$ cat config.mk
export PLATFORM = sky130hd
export DESIGN_NAME = sysref_align_ctrl
export DESIGN_NICKNAME = d
export VERILOG_FILES = /design/src/rtl/sysref_align_pkg.sv /design/src/rtl/sysref_period_meter.sv /design/src/rtl/sysref_align_ctrl.sv
export SDC_FILE = /design/constraint.sdc
export NUM_CORES = 1
export LEC_CHECK = 0
export BUFFER_PORTS_ARGS = -buffer_cell sky130_fd_sc_hd__buf_2
export CORE_ASPECT_RATIO = 1.5
export CORE_MARGIN = 2
export CORE_UTILIZATION = 60
export DETAILED_ROUTE_END_ITERATION = 8
export PLACE_DENSITY = 0.8
export SETUP_SLACK_MARGIN = 0.15
export SYNTH_ARGS = -nofsm -noshare
export SYNTH_HDL_FRONTEND = slang
export SYNTH_SLANG_ARGS = --single-unit
$ cat constraint.sdc
create_clock -name clk -period 15.4 [get_ports clk]
set_clock_uncertainty 0.2 [all_clocks]
set_input_delay 0.77 -clock clk [delete_from_list [all_inputs] [get_ports clk]]
set_output_delay 0.77 -clock clk [all_outputs]
set_load 0.1 [all_outputs]
$ cat src/rtl/sysref_align_pkg.sv
// sysref_align_pkg
// Shared definitions for the SYSREF alignment controller:
//   - state_t        : 3-bit FSM state encoding
//   - MISS_W         : width of the misaligned-edge counter (16)
//   - miss_sat_inc() : saturating increment for the misaligned-edge counter
package sysref_align_pkg;

   typedef enum logic [2:0] {
      ST_IDLE    = 3'd0,
      ST_SEEK    = 3'd1,
      ST_MEASURE = 3'd2,
      ST_LOCKED  = 3'd3,
      ST_ERR     = 3'd4
   } state_t;

   localparam int MISS_W = 16;

   // Increment that sticks at all-ones instead of wrapping.
   function automatic logic [MISS_W-1:0] miss_sat_inc(input logic [MISS_W-1:0] i_val);
      if (i_val == {MISS_W{1'b1}}) begin
         return i_val;
      end else begin
         return i_val + 16'd1;
      end
   endfunction

endpackage

$ cat src/rtl/sysref_period_meter.sv
// sysref_period_meter
// Rising-edge detector and edge-to-edge period counter for the resynchronized
// SYSREF input.
// Ports:
//   i_clk, i_rst     : clock, asynchronous active-high reset
//   i_sysref         : SYSREF, already in the i_clk domain
//   i_clr            : restart measurement (clears counter, first-edge flag, o_meas_period)
//   o_edge           : rising edge this cycle (suppressed while i_clr is high)
//   o_period         : cycles since the previous edge, valid on o_edge
//   o_sat            : period counter has reached all-ones (SYSREF lost)
//   o_meas_period    : last measured period, updated the cycle after an edge
module sysref_period_meter
   import sysref_align_pkg::*;
#(
   parameter int PERIOD_W = 16
) (
   input  logic                i_clk,
   input  logic                i_rst,
   input  logic                i_sysref,
   input  logic                i_clr,
   output logic                o_edge,
   output logic [PERIOD_W-1:0] o_period,
   output logic                o_sat,
   output logic [PERIOD_W-1:0] o_meas_period
);

   localparam logic [PERIOD_W-1:0] CNT_MAX  = {PERIOD_W{1'b1}};
   localparam logic [PERIOD_W-1:0] CNT_ZERO = {PERIOD_W{1'b0}};
   localparam logic [PERIOD_W-1:0] CNT_ONE  = {{(PERIOD_W-1){1'b0}}, 1'b1};

   logic                r_sysref_d;
   logic                r_armed;
   logic                r_seen;
   logic [PERIOD_W-1:0] r_cnt;
   logic [PERIOD_W-1:0] r_meas;
   logic                w_raw_edge;

   // r_armed stays low for the first cycle after reset so that a SYSREF
   // already high at reset release is not mistaken for a rising edge.
   assign w_raw_edge    = r_armed & i_sysref & ~r_sysref_d;
   assign o_edge        = w_raw_edge & ~i_clr;
   assign o_period      = r_cnt;
   assign o_sat         = (r_cnt == CNT_MAX);
   assign o_meas_period = r_meas;

   // SYSREF history, edge-to-edge counter and measured-period latch
   always_ff @(posedge i_clk or posedge i_rst) begin
      if (i_rst) begin
         r_sysref_d <= 1'b0;
         r_armed    <= 1'b0;
         r_seen     <= 1'b0;
         r_cnt      <= CNT_ZERO;
         r_meas     <= CNT_ZERO;
      end else begin
         r_sysref_d <= i_sysref;
         r_armed    <= 1'b1;
         if (i_clr) begin
            r_cnt  <= CNT_ZERO;
            r_seen <= 1'b0;
            r_meas <= CNT_ZERO;
         end else if (w_raw_edge) begin
            // The edge cycle itself is cycle 1 of the next period.
            r_cnt  <= CNT_ONE;
            r_seen <= 1'b1;
            if (r_seen) begin
               r_meas <= r_cnt;
            end else begin
               r_meas <= r_meas;
            end
         end else if (!o_sat) begin
            r_cnt <= r_cnt + CNT_ONE;
         end else begin
            r_cnt <= r_cnt;
         end
      end
   end

endmodule

$ cat src/rtl/sysref_align_ctrl.sv
// sysref_align_ctrl
// Locks onto a periodic SYSREF, then regenerates an aligned one-cycle strobe
// from a free-running phase counter and flags any SYSREF edge that drifts.
// Optional feature: define SYSREF_ALIGN_MISSCNT_EN to build the misaligned-edge
// counter behind miss_cnt; otherwise miss_cnt is tied to zero.
// Parameters: PERIOD_W (counter width), LOCK_CNT (matching periods to lock),
//             TOL (+/- cycle tolerance on period and phase)
// Ports:
//   clk, rst     : clock, asynchronous active-high reset
//   sysref_in    : SYSREF resynchronized to clk
//   enable       : level, low holds the block in IDLE
//   rearm        : pulse, restart acquisition
//   period_exp   : expected SYSREF period in clk cycles (2 .. 2^PERIOD_W-2)
//   strobe_out   : aligned one-cycle strobe
//   locked / err : state indicators
//   meas_period  : last measured edge-to-edge period
//   miss_cnt     : misaligned edges seen while locked (saturating)
module sysref_align_ctrl
   import sysref_align_pkg::*;
#(
   parameter int PERIOD_W = 16,
   parameter int LOCK_CNT = 4,
   parameter int TOL      = 0
) (
   input  logic                clk,
   input  logic                rst,
   input  logic                sysref_in,
   input  logic                enable,
   input  logic                rearm,
   input  logic [PERIOD_W-1:0] period_exp,
   output logic                strobe_out,
   output logic                locked,
   output logic                err,
   output logic [PERIOD_W-1:0] meas_period,
   output logic [MISS_W-1:0]   miss_cnt
);

   localparam int                  MATCH_W = $clog2(LOCK_CNT + 1);
   localparam logic [MATCH_W-1:0]  MATCH_ZERO = {MATCH_W{1'b0}};
   localparam logic [MATCH_W-1:0]  MATCH_ONE  = {{(MATCH_W-1){1'b0}}, 1'b1};
   localparam logic [MATCH_W-1:0]  LOCK_V     = MATCH_W'(LOCK_CNT);
   localparam logic [PERIOD_W-1:0] PH_ZERO    = {PERIOD_W{1'b0}};
   localparam logic [PERIOD_W-1:0] PH_ONE     = {{(PERIOD_W-1){1'b0}}, 1'b1};
   localparam logic [PERIOD_W-1:0] TOL_V      = PERIOD_W'(TOL);

   state_t              r_state;
   state_t              w_state_nxt;
   logic [MATCH_W-1:0]  r_match;
   logic [MATCH_W-1:0]  w_match_nxt;
   logic [MATCH_W-1:0]  w_match_inc;
   logic [PERIOD_W-1:0] r_phase;
   logic [PERIOD_W-1:0] w_phase_nxt;
   logic [PERIOD_W-1:0] w_phase_adv;
   logic [PERIOD_W-1:0] w_phase_rev;
   logic [PERIOD_W-1:0] w_phase_dist;
   logic [PERIOD_W:0]   w_period_diff;
   logic                w_in_tol;
   logic                w_phase_bad;
   logic                r_strobe;
   logic                r_locked;
   logic                r_err;
   logic                w_clr;
   logic                w_edge;
   logic                w_sat;
   logic [PERIOD_W-1:0] w_period;

   // Rearm is overridden by enable=0, so it only restarts the meter when enabled.
   assign w_clr = enable & rearm;

   sysref_period_meter #(
      .PERIOD_W (PERIOD_W)
   ) u_meter (
      .i_clk         (clk),
      .i_rst         (rst),
      .i_sysref      (sysref_in),
      .i_clr         (w_clr),
      .o_edge        (w_edge),
      .o_period      (w_period),
      .o_sat         (w_sat),
      .o_meas_period (meas_period)
   );

   // |measured - expected| in one extra bit so neither side can underflow.
   assign w_period_diff = ({1'b0, w_period} >= {1'b0, period_exp})
                        ? ({1'b0, w_period} - {1'b0, period_exp})
                        : ({1'b0, period_exp} - {1'b0, w_period});
   assign w_in_tol      = (w_period_diff <= {1'b0, TOL_V});
   assign w_match_inc   = r_match + MATCH_ONE;

   // Phase 0 is where an aligned edge lands; distance is taken both ways round.
   assign w_phase_adv   = (r_phase >= (period_exp - PH_ONE)) ? PH_ZERO : (r_phase + PH_ONE);
   assign w_phase_rev   = period_exp - r_phase;
   assign w_phase_dist  = (r_phase <= w_phase_rev) ? r_phase : w_phase_rev;
   assign w_phase_bad   = (w_phase_dist > TOL_V);

   // Next-state, match count and phase counter; enable beats rearm beats edges
   always_comb begin
      w_state_nxt = r_state;
      w_match_nxt = r_match;
      w_phase_nxt = r_phase;
      if (!enable) begin
         w_state_nxt = ST_IDLE;
         w_match_nxt = MATCH_ZERO;
         w_phase_nxt = PH_ZERO;
      end else if (rearm) begin
         w_state_nxt = ST_SEEK;
         w_match_nxt = MATCH_ZERO;
         w_phase_nxt = PH_ZERO;
      end else begin
         case (r_state)
            ST_IDLE: begin
               w_state_nxt = ST_SEEK;
               w_match_nxt = MATCH_ZERO;
            end
            ST_SEEK: begin
               if (w_edge) begin
                  w_state_nxt = ST_MEASURE;
                  w_match_nxt = MATCH_ZERO;
               end else begin
                  w_state_nxt = ST_SEEK;
               end
            end
            ST_MEASURE: begin
               if (w_edge && w_in_tol) begin
                  if (w_match_inc == LOCK_V) begin
                     w_state_nxt = ST_LOCKED;
                     w_match_nxt = MATCH_ZERO;
                     w_phase_nxt = PH_ONE;
                  end else begin
                     w_match_nxt = w_match_inc;
                  end
               end else if (w_edge) begin
                  w_match_nxt = MATCH_ZERO;
               end else begin
                  w_match_nxt = r_match;
               end
            end
            ST_LOCKED: begin
               if ((w_edge && w_phase_bad) || w_sat) begin
                  w_state_nxt = ST_ERR;
               end else begin
                  w_phase_nxt = w_phase_adv;
               end
            end
            ST_ERR: begin
               w_state_nxt = ST_ERR;
            end
            default: begin
               w_state_nxt = ST_IDLE;
               w_match_nxt = MATCH_ZERO;
               w_phase_nxt = PH_ZERO;
            end
         endcase
      end
   end

   // State, counters and registered status outputs
   always_ff @(posedge clk or posedge rst) begin
      if (rst) begin
         r_state  <= ST_IDLE;
         r_match  <= MATCH_ZERO;
         r_phase  <= PH_ZERO;
         r_strobe <= 1'b0;
         r_locked <= 1'b0;
         r_err    <= 1'b0;
      end else begin
         r_state  <= w_state_nxt;
         r_match  <= w_match_nxt;
         r_phase  <= w_phase_nxt;
         // Strobe marks phase 1, the cycle after an aligned edge.
         r_strobe <= (w_state_nxt == ST_LOCKED) && (w_phase_nxt == PH_ONE);
         r_locked <= (w_state_nxt == ST_LOCKED);
         r_err    <= (w_state_nxt == ST_ERR);
      end
   end

   assign strobe_out = r_strobe;
   assign locked     = r_locked;
   assign err        = r_err;

`ifdef SYSREF_ALIGN_MISSCNT_EN
   logic [MISS_W-1:0] r_miss_cnt;
   logic              w_miss_evt;

   assign w_miss_evt = (r_state == ST_LOCKED) && (w_state_nxt == ST_ERR);

   // Saturating count of LOCKED->ERR faults; only rst clears it
   always_ff @(posedge clk or posedge rst) begin
      if (rst) begin
         r_miss_cnt <= {MISS_W{1'b0}};
      end else if (w_miss_evt) begin
         r_miss_cnt <= miss_sat_inc(r_miss_cnt);
      end else begin
         r_miss_cnt <= r_miss_cnt;
      end
   end

   assign miss_cnt = r_miss_cnt;
`else
   assign miss_cnt = {MISS_W{1'b0}};
`endif

endmodule

* After elaboration in Yosys (flattened, before gate mapping)
Cells that the tools add are included.
** Storage, ports and cells
- Word-level logic and storage cells :: 80
- Input bits :: 21
- Flip-flop bits (word level) :: 60
** Cells by class
- Multiplexer cells :: 30
- Reduce and logical (&&, ||, !) cells :: 10
- Order comparisons :: 5
- Equal/unequal tests :: 11
- Add/sub/neg operators :: 7
- Bitwise gates (word level) :: 6
** Operators with widths (count)
- $mux 16 :: 13
- $pmux 16 s3 :: 1
- $sub 16x16->17 :: 2
- $add 16x1->16 const B :: 2
- $ge 16x16->1 :: 2
- $mux 3 :: 10
- $le 17x1->1 const B :: 1
- $mux 17 :: 1
- $eq 16x1->1 const B :: 1
- $eq 16x16->1 const B :: 1
- $gt 16x1->1 const B :: 1
- $le 16x16->1 :: 1
- $sub 16x1->16 const B :: 1
- $sub 16x16->16 :: 1
- $pmux 3 s5 :: 1
- $eq 3x2->1 const B :: 3
- $eq 3x3->1 const B :: 3
- $pmux 3 s3 :: 1
- $and 1x1->1 :: 4
- $reduce_bool 2->1 :: 2
- $add 3x1->3 const B :: 1
- $eq 3x1->1 const B :: 1
- $logic_and 1x1->1 :: 3
- $logic_not 3->1 :: 1
- 9 further kinds :: 11

* Logic depth before layout (Yosys ltp)
- Depth in word-level cells :: 12
- Depth in mapped cells :: 22
- Mapped depth without buffers :: 22

* Modules after synthesis
A second synthesis with hierarchy kept.
** Unflattened totals
- Cells, all modules :: 894
- Area total of the unflattened synthesis :: 7038.0 um^2
** By module, submodules not included
- sysref_align_ctrl :: seq. area each 625.6 um^2, cells each 721, instances 1, area each 5368.9 um^2
- sysref_period_meter :: seq. area each 875.8 um^2, cells each 173, instances 1, area each 1669.1 um^2

* Worst setup path before layout
No wires, ideal clock.
- Path kind :: input -> register
- Start point :: in period_exp[0]
- End point :: reg r_strobe (netlist: strobe_out)
- Arrival :: 5177 ps
- Setup time :: 68 ps
- Path buffers :: 0
- Stages on the path :: 21
- Setup slack :: 9955 ps
- Required time :: 15132 ps
- Path through :: inv_1 ha_1 fa_1 nand2b_1 a21oi_1 a21o_1 o41ai_4 xnor2_1 inv_1 ha_1 nand4_1 a2111o_1 o21ai_0 o211ai_1 or4b_4 o31ai_2 nand3_2 a41oi_1 o221ai_1 a2111oi_2 and4b_1
** On the way
- Longest elaborated chain between the ends :: 12
- Elaborated cells on any way between the ends :: 28
** Ends and longest elaborated chain
- start: declaration :: RTL line sysref_align_ctrl.sv:30 : input logic [PERIOD_W-1:0] period_exp,
- $sub 16x16->16 :: RTL line sysref_align_ctrl.sv:92 : assign w_phase_rev = period_exp - r_phase;
- $le 16x16->1 :: RTL line sysref_align_ctrl.sv:93 : assign w_phase_dist = (r_phase <= w_phase_rev) ? r_phase : w_phase_rev;
- $mux 16 :: RTL line sysref_align_ctrl.sv:93
- $gt 16x1->1 :: RTL line sysref_align_ctrl.sv:94 : assign w_phase_bad = (w_phase_dist > TOL_V);
- $logic_and 1x1->1 :: RTL line sysref_align_ctrl.sv:139 : if ((w_edge && w_phase_bad) || w_sat) begin
- $logic_or 1x1->1 :: RTL line sysref_align_ctrl.sv:139
- $mux 16 / $mux 3 (equally long branches) :: RTL line sysref_align_ctrl.sv:139
- $pmux 16 s3 / $pmux 3 s5 (equally long branches) :: RTL line sysref_align_ctrl.sv:110 : case (r_state)
- $mux 16 / $mux 3 (equally long branches) :: RTL line sysref_align_ctrl.sv:105 : end else if (rearm) begin
- $mux 16 / $mux 3 (equally long branches) :: RTL line sysref_align_ctrl.sv:101 : if (!enable) begin
- $eq 16x1->1 / $eq 3x2->1 (equally long branches) :: RTL line sysref_align_ctrl.sv:171 : r_strobe <= (w_state_nxt == ST_LOCKED) && (w_phase_nxt == PH_ONE);
- $logic_and 1x1->1 * :: RTL line sysref_align_ctrl.sv:171
- end signal: assignment :: RTL line sysref_align_ctrl.sv:171
- end: declaration :: RTL line sysref_align_ctrl.sv:59 : logic r_strobe;
Mark *: on every way between the ends. The rest lies on a longest branch, timed or not.
A chain may end at the register's enable or synchronous reset.

* Final worst setup path
Ends and elaborated chain as after synthesis.

==> flow_summary.ini <==
[cells_and_area]
antenna_cells = 0
area_delta_synth_final_pct = 6.75
instances_no_fill = 1084
fin_nets = 1036
drive_above_1_share = 0.0964

[clock_network]
cts-resized-gates = 0
hold_buffers = 0
cts.sinks = 60
htreeDepth = 3
cts_buffers = 9
post-cts-setup-buffers = 0
clk_pin_slew_ns = 0.06
clockBufferDepth = 2
cts_tree = done
cts-root-buf = clkbuf_16
clk_latency_ns = 0.33

[yosys]
yosysSeqAreaShare = 0.211
synth_area_leader_cell = dfrtp_1
synth_seq_cells = 60
async_flop_share = 1.00
yosysWarnings = 0
synthTopCellsByArea = dfrtp_1 (21%), ha_1 (15%), a21oi_1 (5.6%), xnor2_1 (5.3%), nand2_1 (5.1%)
synth.top_cell.area_share = 0.211
synth_edf_count = 0
synth_ff_type = dfrtp_1
syn_area_per_cell_um2 = 7.80
netlist_area_um2 = 7100
ys_types = 85
syn_inst = 910

[min_path]
holdCritPathClass = register to register
holdPathStages = 2

[power_and_ir_drop]
switching_power_uw = 186
power_density_nw_per_um2 = 68.7
power.static_leakage_nw = 3.38
clockPowerShare = 0.389
power_uw = 521
swShare = 0.357
seqPwrFrac = 0.325
p_comb_frac = 0.286
internal_power_uw = 335
ir_drop_v = 0.0000757

[critical_path]
crit_path_start_kind = input port
arrival_ns = 5.99
r2r_cells = 19
required_ns = 15.47
worstSetupPathType = input port to register
cp-end-kind = register
cp_max_fo = 10

[placed_design]
gp_congestion = 0.993
pre_cts_slack_ns = 9.18
dp_hpwl_um = 16500
portBuffers = 39
dp.cells = 1068

[timing]
period_share = 0.384
rsz0062_at_grt = false
whs_ns = 0.286
fmax_ghz = 0.169
tightest_slew_ns = 1.01
drv_slew = 0
hold_viol_final = 0
fin_setup_tns_ns = 0
setup_viol = 0
fin_ws_ns = 9.48
relSlewSlack = 0.319
min_period_ns = 5.92

[run]
drv_cap = 0

[routing]
ant_nets = 0
vias = 7033
drc_errors = 0
drt_iter0_drc = 404
wl_per_cell_um = 19.2
dr.pass1.iters = 6
vias_per_cell = 6.49
wl_um = 20800

[floorplan]
ios = 56
rows = 48
dieHeight_um = 137
core_area_um2 = 11500
die-area_um2 = 12700
die_w_um = 92.8
initial_utilization = 0.616

[global_route]
grt_overflow_total = 0
grt_use_total = 0.331
grt_max_degree = 61
grt_pass1_vias = 6812
grt_pass1_wl_um = 33400
grt_antenna_before_repair = 0

[status]
outcome = completed
[sequential cells by signal, summed over array words and instances, names as in the netlist]
name                   cells
r_phase                   16
u_meter.o_meas_period     16
u_meter.o_period          16
r_match                    3
r_state                    3
err                        1
locked                     1
strobe_out                 1
u_meter.r_armed            1
u_meter.r_seen             1
u_meter.r_sysref_d         1
[metrics by stage]
stage          area [um2]  utilization
3_5_place_dp         7280        0.631
3_3_place_gp         7280        0.631
5_1_grt              7580        0.657
6_report             7580        0.657
4_1_cts              7580        0.657
2_1_floorplan        7160            -
[synthesized netlist by cell type (12+ instances only)]
cell type   n
inv_1      69
nor3_1     17
ha_1       85
o211ai_1   15
nand2b_1   14
a21oi_1    80
nor2_1     68
o21ai_0    43
a21o_1     19
xnor2_1    43
dfrtp_1    60
nand3_1    30
a211oi_1   12
nor4_1     20
buf_4      17
nand2_1    96
nand4_1    21
clkbuf_1   14
buf_2      14
[power groups by stage]
| stage | combinational, mW | clock [mW] | sequential [mW] |
|---|---|---|---|
| floorplan | 0.117 | 0 | 0.171 |
| global placement | 0.144 | 0 | 0.172 |
| detailed placement | 0.146 | 0 | 0.172 |
| CTS | 0.147 | 0.203 | 0.169 |
| global route | 0.163 | 0.210 | 0.169 |
| finish | 0.149 | 0.202 | 0.169 |
[cells in the final DEF, fill, tap and decap left out, drive strengths merged, types with 13 or more instances in the layout]
master  netlist  layout
inv          69      70
nand4        21      21
nor2         68      68
nand2b       14      14
nand3        33      33
a21oi        81      81
nand2        96      96
xnor2        43      43
o21ai        46      46
buf          33      42
nor3         17      17
nor4         20      20
conb          2      17
ha           85      85
o211ai       15      15
dfrtp        60      60
a211oi       13      13
a21o         19      19
[worst paths after layout]
| path | slack, ns | start | endpoint |
|---|---|---|---|
| hold / removal | 0.29 | r_match[1] | r_match[1] |
| max in group asynchronous | 14.04 | rst | r_phase[7] |
| min in group asynchronous | 0.46 | rst | u_meter.o_meas_period[12] |
| setup reg to reg | 9.57 | r_phase[2] | strobe_out |
| setup / recovery | 9.48 | period_exp[0] | strobe_out |
| hold reg to reg | 0.29 | r_match[1] | r_match[1] |
[cells by family after synthesis]
logic type               Yosys count  synth area share
AND/OR/NAND/NOR                  336             0.242
AO/OA/AOI/OAI                    251             0.246
buffers and inverters            118            0.0763
adder cells (fa/ha/maj)           86             0.153
flip-flops                        60             0.211
XOR/XNOR                          54            0.0666
multiplexers                       3           0.00423
other                              2           0.00106
[layer usage]
layer	up-vias	share of wire	track usage
li1	3320	-	-
met1	3290	0.37	0.363
met2	297	0.51	0.601
met3	126	0.051	0.0553
met4	0	0.070	0.184
met5	-	0	0
[critical path: stages]
cell and delay (ns):
buf_2 0.12, inv_1 0.10, ha_1 0.23, fa_1 0.41
nand2b_1 0.18, a21oi_1 0.34, a21o_1 0.23, o41ai_4 0.10
xnor2_1 0.29, inv_1 0.08, ha_1 0.28, nand4_1 0.15
a2111o_1 0.30, o21ai_0 0.10, o211ai_1 0.11, or4b_4 0.53
o31ai_2 0.36, nand3_2 0.26, a41oi_1 0.31, o221ai_1 0.18
a2111oi_2 0.34, and4b_1 0.22
[layout make-up]
| type | count | area [um2] |
|---|---|---|
| timing repair buffer | 42 | 218 |
| multi-input combinational | 747 | 5110 |
| inverter | 69 | 259 |
| clock buffer | 9 | 225 |
| sequential | 60 | 1500 |
| tap | 150 | 188 |
| clock inverter | 7 | 75.1 |
| fill | 1087 | 3950 |
Power figures use the tool's default switching activity.
